==> src/rtl/uart_tx_sched.sv <==
// Round-robin transmit scheduler: grants one requester at a time and serializes its byte
// onto SDout as a high start bit, d0..d7 LSB first, then GAP low guard bits.
module uart_tx_sched #(
  parameter int NREQ = 4,
  parameter int GAP  = 1,
  localparam int OW  = (NREQ > 1) ? $clog2(NREQ) : 1,
  localparam int GW  = (GAP > 1) ? $clog2(GAP) : 1
) (
  input  logic              SCin,
  input  logic              RSTin,
  input  logic [NREQ-1:0]   REQ,
  input  logic [8*NREQ-1:0] PDin,
  output logic [NREQ-1:0]   GNT,
  output logic              SDout,
  output logic              Busy,
  output logic              Done,
  output logic [OW-1:0]     Owner
);

  generate
    if (NREQ < 1) begin : g_bad_nreq
      $error("uart_tx_sched: NREQ must be at least 1");
    end
    if (GAP < 1) begin : g_bad_gap
      $error("uart_tx_sched: GAP must be at least 1");
    end
  endgenerate

  typedef enum logic [2:0] {
    S_FLUSH,
    S_IDLE,
    S_START,
    S_DATA,
    S_GAP
  } state_t;

  state_t          state, next_state;
  logic [3:0]      flush_cnt, flush_cnt_n;
  logic [2:0]      bit_cnt, bit_cnt_n;
  logic [GW-1:0]   gap_cnt, gap_cnt_n;
  logic [OW-1:0]   ptr, ptr_n;
  logic [7:0]      shreg, shreg_n;
  logic [NREQ-1:0] gnt_n;
  logic            sd_n, busy_n, done_n;
  logic [OW-1:0]   owner_n;

  logic            any_req;
  logic [OW-1:0]   cand;
  logic [OW-1:0]   win;
  logic [7:0]      win_byte;
  logic [NREQ-1:0] win_onehot;
  logic            gap_last;
  logic            arb_edge;
  logic            grant;

  // Scan from ptr+NREQ down to ptr+1 so the closest requester after ptr is written last and wins.
  always_comb begin
    any_req = 1'b0;
    cand    = '0;
    win     = '0;
    for (int k = NREQ; k >= 1; k--) begin
      cand = OW'((int'(ptr) + k) % NREQ);
      if (REQ[cand]) begin
        any_req = 1'b1;
        win     = cand;
      end
    end
    win_byte   = '0;
    win_onehot = '0;
    for (int i = 0; i < NREQ; i++) begin
      if (win == OW'(i)) begin
        win_byte      = PDin[8*i +: 8];
        win_onehot[i] = 1'b1;
      end
    end
  end

  assign gap_last = (gap_cnt == GW'(GAP - 1));
  assign arb_edge = (state == S_IDLE) || ((state == S_GAP) && gap_last);
  assign grant    = arb_edge && any_req;

  always_ff @(posedge SCin) begin
    if (RSTin) begin
      state <= S_FLUSH;
    end else begin
      state <= next_state;
    end
  end

  always_comb begin
    next_state = state;
    case (state)
      S_FLUSH: next_state = (flush_cnt == 4'd9) ? S_IDLE : S_FLUSH;
      S_IDLE:  next_state = any_req ? S_START : S_IDLE;
      S_START: next_state = S_DATA;
      S_DATA:  next_state = (bit_cnt == 3'd7) ? S_GAP : S_DATA;
      S_GAP: begin
        if (gap_last) begin
          next_state = any_req ? S_START : S_IDLE;
        end else begin
          next_state = S_GAP;
        end
      end
      default: next_state = S_FLUSH;
    endcase
  end

  // Next values for every registered output and datapath register.
  always_comb begin
    flush_cnt_n = flush_cnt;
    bit_cnt_n   = bit_cnt;
    gap_cnt_n   = gap_cnt;
    ptr_n       = ptr;
    shreg_n     = shreg;
    owner_n     = Owner;
    gnt_n       = '0;
    sd_n        = 1'b0;
    done_n      = 1'b0;
    busy_n      = (next_state == S_START) || (next_state == S_DATA) || (next_state == S_GAP);

    case (state)
      S_FLUSH: begin
        if (flush_cnt != 4'd9) begin
          flush_cnt_n = flush_cnt + 4'd1;
        end
      end
      S_START: begin
        sd_n      = shreg[0];
        shreg_n   = {1'b0, shreg[7:1]};
        bit_cnt_n = 3'd0;
      end
      S_DATA: begin
        if (bit_cnt == 3'd7) begin
          gap_cnt_n = '0;
          done_n    = 1'b1;
        end else begin
          sd_n      = shreg[0];
          shreg_n   = {1'b0, shreg[7:1]};
          bit_cnt_n = bit_cnt + 3'd1;
        end
      end
      S_GAP: begin
        if (!gap_last) begin
          gap_cnt_n = gap_cnt + GW'(1);
        end
      end
      default: ;
    endcase

    if (grant) begin
      shreg_n = win_byte;
      owner_n = win;
      ptr_n   = win;
      gnt_n   = win_onehot;
      sd_n    = 1'b1;
    end
  end

  always_ff @(posedge SCin) begin
    if (RSTin) begin
      flush_cnt <= 4'd0;
      bit_cnt   <= 3'd0;
      gap_cnt   <= '0;
      ptr       <= OW'(NREQ - 1);
      shreg     <= 8'd0;
      Owner     <= '0;
      GNT       <= '0;
      SDout     <= 1'b0;
      Busy      <= 1'b0;
      Done      <= 1'b0;
    end else begin
      flush_cnt <= flush_cnt_n;
      bit_cnt   <= bit_cnt_n;
      gap_cnt   <= gap_cnt_n;
      ptr       <= ptr_n;
      shreg     <= shreg_n;
      Owner     <= owner_n;
      GNT       <= gnt_n;
      SDout     <= sd_n;
      Busy      <= busy_n;
      Done      <= done_n;
    end
  end

endmodule
==> config.mk <==
export PLATFORM = sky130hd
export DESIGN_NAME = uart_tx_sched
export DESIGN_NICKNAME = d
export VERILOG_FILES = /design/src/rtl/uart_tx_sched.sv
export SDC_FILE = /design/constraint.sdc
export NUM_CORES = 1
export LEC_CHECK = 0
export ABC_AREA = 1
export CAP_MARGIN = 20
export CORE_ASPECT_RATIO = 2
export CORE_MARGIN = 8
export CORE_UTILIZATION = 27
export DETAILED_ROUTE_END_ITERATION = 7
export SYNTH_ARGS = -nofsm -noshare
export SYNTH_HDL_FRONTEND = slang
export SYNTH_SLANG_ARGS = --single-unit
==> constraint.sdc <==
create_clock -name SCin -period 2.3 [get_ports SCin]
set_input_delay 0.46 -clock SCin [delete_from_list [all_inputs] [get_ports SCin]]
set_output_delay 0.46 -clock SCin [all_outputs]
set_load 0.01 [all_outputs]
==> flow_metrics.py, run 1 <==
metrics = {
    "worst_setup_path": {
        "reg2reg_from": "bit_cnt[0]$_SDFFE_PP0P_",
        "cp.required_ns": 2.46,
        "reg2reg_depth": 8,
        "cp.arrival_ns": 2.18,
        "critical_path_peak_fanout": 16,
        "critical_path_class": "primary input to flop",
        "start_kind": "primary input",
        "endpoint_kind": "flop",
        "reg2reg_to": "shreg[6]$_SDFFE_PP0P_",
        "r2r_setup_slack_ns": 0.42,
    },
    "synth": {
        "netlist_area_um2": 1710,
        "yosys.area_share.simple_pct": 36.8,
        "yosysWarnings": 0,
        "synthXorXnorAreaFrac_pct": 0,
        "synth_top_family_by_area": "simple AND/OR/NAND/NOR gates",
        "synth_cell_types": 29,
        "yosysSeqAreaShare_pct": 33.9,
        "synth_top_area_share_pct": 33.9,
        "synthMuxAreaShare_pct": 0,
        "avgSynthCellArea_um2": 6.99,
        "syn_inst": 245,
        "ys_seq_elements": 29,
        "synth_compound_area_share_pct": 16.1,
        "yosys-top-cells-area": "dfxtp_1 34%, nand2_1 14%, inv_1 6.1%, o21ai_0 5.0%, nand3_1 4.4%",
        "synth_nets": 287,
        "synthAdderAreaFrac_pct": 2.92,
        "synth_top_area_cell": "dfxtp_1",
    },
    "clock_tree": {
        "path_clk_slew_ns": 0.05,
        "insertion_delay_ns": 0.27,
        "cts_buffers": 5,
        "cts.htree.levels": 2,
        "cts.path.max_buffers": 2,
        "clock_sinks": 29,
        "root_buffer": "clkbuf_16",
        "cts_tree": "done",
    },
    "worst_hold_path": {
        "hp-class": "flop to flop",
        "hp-start": "Owner[0]$_SDFFE_PP0P_",
        "hold_path_end": "Owner[0]$_SDFFE_PP0P_",
        "holdPathStages": 2,
    },
    "grt": {
        "overflow": 0,
        "grt_pass1_vias": 1718,
        "grt_max_degree": 17,
        "antenna_found_initial": 0,
        "globalRouteTotalUtil_pct": 9.91,
        "grt_pass1_wl_um": 7420,
    },
    "floorplanning": {
        "die_w_um": 72.3,
        "die_h_um": 129,
        "pin_count": 47,
        "dieArea_um2": 9300,
        "core_area_um2": 6210,
        "start_util_pct": 27.6,
        "std_cell_rows": 41,
    },
    "status": {
        "status": "finished clean",
    },
    "sta": {
        "maxSlewHeadroom_pct": 72.5,
        "finClkSkew_ns": 0.00504,
        "tns_ns": 0,
        "tightest_slew_ns": 0.412,
        "drv_slew": 0,
        "rsz0062_at_grt": "no",
        "min_period_ns": 2.02,
        "fin_crit_sh_pct": 87.8,
        "max_freq_mhz": 495,
        "final_hold_viol_count": 0,
        "setup_violations": 0,
    },
    "place": {
        "place.gp.congestion": 0.866,
        "portBuffers": 46,
        "hpwl_um": 3570,
        "dp.cells": 379,
    },
    "flow_run": {
        "drv_cap": 0,
    },
    "power": {
        "p_per_area_nw_per_um2": 592,
        "power_leakage_nw": 1.13,
        "peakVddDrop_mv": 0.238,
    },
    "cells_and_area": {
        "num_antenna_cells": 0,
        "areaGrowthSynthToFinish_pct": 44.9,
        "fin_nets": 342,
        "layout.cells.non_filler": 387,
        "drive_gt1_share_pct": 14.6,
        "utilization_pct": 40.0,
    },
    "detailed_routing": {
        "avgViaCountPerCell": 4.55,
        "wl_per_cell_um": 11.1,
        "ant_nets": 0,
        "wl_um": 4310,
        "drtPass1Iterations": 4,
        "drt_iter0_markers": 65,
        "num_vias": 1759,
        "drcViolationCount": 0,
    },
}
==> per-layer routing <==
metal  GRT usage (%)  vias up  share of wire [%]
met4            4.61        0                2.1
met3            4.44       10                8.3
met5               0        -                  0
met1            10.5      774                 42
met2            16.3       64                 48
li1                -      911                  -
==> flip-flops by register name, summed over array words and instances (netlist names), 2 cells and up <==
| name | count |
|---|---|
| shreg | 8 |
| GNT | 4 |
| flush_cnt | 4 |
| bit_cnt | 3 |
| state | 3 |
| Owner | 2 |
| ptr | 2 |
==> cells in the mapped netlist, drive strengths merged <==
master and number:
nor3 8, clkbuf 3, ha 4, buf 4
a21oi 17, o21ai 22, nand4 5, o221ai 4
a211oi 1, nand2 73, dfxtp 29, nor2 22
o211ai 2, inv 32, nand3 18, and3 1
==> worst max path at each step <==
stage,startpoint,endpoint,slack (ns),cells after the start
final,REQ[1],shreg[7]$_SDFFE_PP0P_,0.28,14
after global routing,REQ[1],shreg[6]$_SDFFE_PP0P_,0.07,14
after CTS,REQ[1],shreg[2]$_SDFFE_PP0P_,0.29,14
after detailed placement,REQ[1],shreg[2]$_SDFFE_PP0P_,0.01,14
after global placement,REQ[1],shreg[2]$_SDFFE_PP0P_,0.02,14
after floorplan,bit_cnt[0]$_SDFFE_PP0P_,shreg[6]$_SDFFE_PP0P_,0.65,9
==> cell usage in the layout (no fill, tap or decap), types with 4 or more instances in the layout <==
cell type	count
nand2_1	63
nor2_1	18
clkdlybuf4s50_1	46
nand4_1	5
a21oi_1	14
nand3_1	15
o221ai_1	4
nor3_1	8
ha_1	4
buf_4	8
dfxtp_1	28
clkbuf_16	5
inv_1	28
o21ai_0	16
nand2_2	6
==> worst max-delay path, stage by stage <==
cell	delay, ns
clkdlybuf4s50_1	0.48
inv_1	0.06
o21ai_2	0.17
nand2_2	0.09
nand2_1	0.07
nand2_1	0.08
nand2_2	0.08
nand2_4	0.07
nand2_8	0.16
nand2_4	0.10
o21ai_0	0.16
inv_1	0.05
nand2_1	0.07
a21oi_1	0.06
==> power by group <==
part | switching [mW] | internal [mW]
combinational | 0.102 | 0.109
sequential | 0.00593 | 0.511
clock | 0.203 | 0.539
total | 0.311 | 1.16
==> stage by stage <==
step / hold slack (ns) / instance area (um2) / total power [mW] / setup slack (ns)
2_1_floorplan: 0.440 / 1710 / 0.645 / 0.650
3_3_place_gp: 0.459 / 2310 / 0.738 / 0.0193
3_5_place_dp: 0.458 / 2310 / 0.739 / 0.0140
4_1_cts: 0.466 / 2480 / 1.49 / 0.290
5_1_grt: 0.499 / 2480 / 1.53 / 0.0668
6_report: 0.464 / 2480 / 1.47 / 0.281
==> cell type report <==
type / count / area [um2]
clock buffers: 7 / 143
clock inverters: 1 / 30.0
fillers: 641 / 3730
inverters: 32 / 123
multi-input cells: 177 / 956
flip-flops and latches: 29 / 582
well taps: 86 / 108
repair buffers: 55 / 541
==> cells by family (layout without fill, tap and decap cells) <==
logic type / after synthesis / in the layout
AND/OR/NAND/NOR: 127 / 127
buffers and inverters: 39 / 95
flip-flops: 29 / 29
AO/OA/AOI/OAI: 46 / 46
adder cells (fa/ha/maj): 4 / 4
==> what timing repair did <==
action / 4_1_cts / 5_1_grt
hold buffers: 0 / 0
gates resized for setup: 0 / 2
endpoints found under the hold margin: 0 / 0
setup endpoints to repair: 0 / 1
setup buffers: 0 / 0
Power figures use the tool's default switching activity.
==> inputs of run 2 (changes only) <==
--- a/config.mk
+++ b/config.mk
@@ -11,6 +11,7 @@
 export CORE_MARGIN = 8
 export CORE_UTILIZATION = 27
 export DETAILED_ROUTE_END_ITERATION = 7
+export HOLD_SLACK_MARGIN = 0.02
 export SYNTH_ARGS = -nofsm -noshare
 export SYNTH_HDL_FRONTEND = slang
 export SYNTH_SLANG_ARGS = --single-unit
==> results of run 2 <==
No change in the layout: final DEF, timing and power equal those of run 1.
==> inputs of run 3 (changes only) <==
--- a/config.mk
+++ b/config.mk
@@ -7,11 +7,15 @@
 export LEC_CHECK = 0
 export ABC_AREA = 1
 export CAP_MARGIN = 20
+export CELL_PAD_IN_SITES_DETAIL_PLACEMENT = 0
+export CELL_PAD_IN_SITES_GLOBAL_PLACEMENT = 2
 export CORE_ASPECT_RATIO = 2
 export CORE_MARGIN = 8
-export CORE_UTILIZATION = 27
+export CORE_UTILIZATION = 26
 export DETAILED_ROUTE_END_ITERATION = 7
+export GPL_TIMING_DRIVEN = 0
 export HOLD_SLACK_MARGIN = 0.02
+export PLACE_DENSITY_LB_ADDON = 0.1
 export SYNTH_ARGS = -nofsm -noshare
 export SYNTH_HDL_FRONTEND = slang
 export SYNTH_SLANG_ARGS = --single-unit
==> flow_metrics.py, run 3 (synthesis results as in run 1) <==
metrics = {
    "sta": {
        "min_period_ns": 2.12,
        "maxSlewHeadroom_pct": 70.4,
        "finClkSkew_ns": 0.00750,
        "fin_crit_sh_pct": 92.4,
        "drv_slew": 0,
        "max_freq_mhz": 471,
        "setup_violations": 0,
        "final_hold_viol_count": 0,
        "tightest_slew_ns": 0.444,
        "tns_ns": 0,
        "rsz0062_at_grt": "no",
    },
    "cells_and_area": {
        "layout_common_cells": "63 x nand2_1, 46 x clkdlybuf4s50_1, 29 x dfxtp_1, 28 x inv_1",
        "regMostFlops": "shreg",
        "utilization_pct": 37.6,
        "fill_cells": 739,
        "layout_commonest_cell": "nand2_1",
        "areaGrowthSynthToFinish_pct": 43.0,
        "largest_reg_flops": 8,
        "layout.cells.non_filler": 387,
        "fin_nets": 340,
        "num_antenna_cells": 0,
        "largest_registers": "shreg: 8 flops, GNT: 4 flops, flush_cnt: 4 flops",
        "drive_gt1_share_pct": 13.4,
    },
    "detailed_routing": {
        "wl_per_cell_um": 12.5,
        "avgViaCountPerCell": 4.39,
        "drcViolationCount": 0,
        "drtPass1Iterations": 4,
        "drt_iter0_markers": 57,
        "wl_um": 4840,
        "ant_nets": 0,
        "num_vias": 1699,
    },
    "clock_tree": {
        "clock_sinks": 29,
        "cts_buffers": 5,
        "insertion_delay_ns": 0.27,
        "cts.htree.levels": 2,
        "post_cts_buffers": 0,
        "path_clk_slew_ns": 0.05,
        "cts.path.max_buffers": 2,
        "cts_tree": "done",
        "root_buffer": "clkbuf_16",
    },
    "floorplanning": {
        "dieArea_um2": 9600,
        "pin_count": 47,
        "core_area_um2": 6520,
        "die_h_um": 131,
        "die_w_um": 73.4,
        "std_cell_rows": 42,
        "start_util_pct": 26.3,
    },
    "place": {
        "dp.cells": 379,
        "hpwl_um": 3920,
        "portBuffers": 46,
        "place.gp.congestion": 0.756,
    },
    "worst_hold_path": {
        "hp-start": "Owner[1]$_SDFFE_PP0P_",
        "hp-class": "flop to flop",
        "holdPathStages": 2,
        "hold_path_end": "Owner[1]$_SDFFE_PP0P_",
    },
    "worst_setup_path": {
        "cp.arrival_ns": 2.28,
        "critical_path_peak_fanout": 10,
        "crit_slowest_cell": "clkdlybuf4s50_1",
        "cp.required_ns": 2.46,
        "setup.worst_path.start": "REQ[1]",
        "reg2reg_from": "bit_cnt[0]$_SDFFE_PP0P_",
        "r2r_setup_slack_ns": 0.29,
        "reg2reg_to": "shreg[6]$_SDFFE_PP0P_",
        "endpoint_kind": "flop",
        "start_kind": "primary input",
        "crit_buf_inv": 3,
        "critPathMaxStageDelay_ns": 0.48,
        "path_cells": "clkdlybuf4s50_1 -> inv_1 -> o21ai_2 -> nand2_2 -> nand2_1 -> nand2_1 -> nand3_2 -> nand2_8 -> buf_8 -> nand3_1 -> nand4_1 -> nor2_1 -> nor2_1",
        "critPathTopFamily": "simple AND/OR/NAND/NOR gates",
        "critical_path_class": "primary input to flop",
        "reg2reg_depth": 9,
    },
    "grt": {
        "overflow": 0,
        "antenna_found_initial": 0,
        "grt_pass1_vias": 1727,
        "grt_pass1_wl_um": 8150,
        "grt_max_degree": 11,
        "globalRouteTotalUtil_pct": 10.8,
    },
    "status": {
        "status": "finished clean",
    },
    "power": {
        "peakVddDrop_mv": 0.310,
        "power_leakage_nw": 1.11,
        "p_per_area_nw_per_um2": 573,
        "power_mw": 1.40,
    },
    "flow_run": {
        "drv_cap": 0,
    },
}
[run 3: metrics by stage]
step | hold WS [ns] | area (um2) | setup slack (ns)
after floorplan | 0.440 | 1710 | 0.650
after CTS | 0.465 | 2440 | 0.147
after global routing | 0.476 | 2450 | 0.000214
after detailed placement | 0.457 | 2280 | -0.143
after global placement | 0.454 | 2280 | -0.127
final | 0.464 | 2450 | 0.175
[run 3: worst max-delay path by stage]
stage / to / slack, ns / cells past startpoint
3_3_place_gp: shreg[1]$_SDFFE_PP0P_ / -0.13 / 13
5_1_grt: shreg[7]$_SDFFE_PP0P_ / 0.0002 / 14
4_1_cts: shreg[1]$_SDFFE_PP0P_ / 0.15 / 13
6_report: shreg[1]$_SDFFE_PP0P_ / 0.18 / 13
2_1_floorplan: shreg[6]$_SDFFE_PP0P_ / 0.65 / 9
3_5_place_dp: shreg[1]$_SDFFE_PP0P_ / -0.14 / 13
[run 3: what timing repair did]
action,in CTS,in global routing
gates resized for setup,0,2
endpoints found under the setup margin,0,7
hold endpoints to repair,0,0
hold buffers,0,0
[run 3: metal layers]
layer  global-route usage (%)  up-vias  part of all wire (%)
li1                         -      911                     -
met1                     12.1      740                    43
met2                     18.3       43                    49
met3                     3.36        5                   6.6
met4                     4.63        0                   1.2
met5                        0        -                     0
[run 3: tightest hold or removal path, cell delays in order (launching register included)]
cell	delay, ns
dfxtp_1	0.30
nand2_1	0.06
a21oi_1	0.05
[run 3: report_power, final]
part           leakage, nW  internal [mW]  switching, mW  total, mW
logic                0.797          0.107          0.107      0.214
clock network       0.0799          0.457          0.215      0.672
registers            0.234          0.511        0.00629      0.517
[run 3: layout make-up]
class                      count  area, um2  share of cell area [%]
buffer                         7       53.8                    2.20
clock buffer                   7        153                    6.23
clock inverter                 1       5.00                   0.204
inverter                      32        123                    5.01
multi-input combinational    177        963                    39.3
sequential                    29        581                    23.7
tap                           88        110                    4.50
timing repair buffer          46        460                    18.8
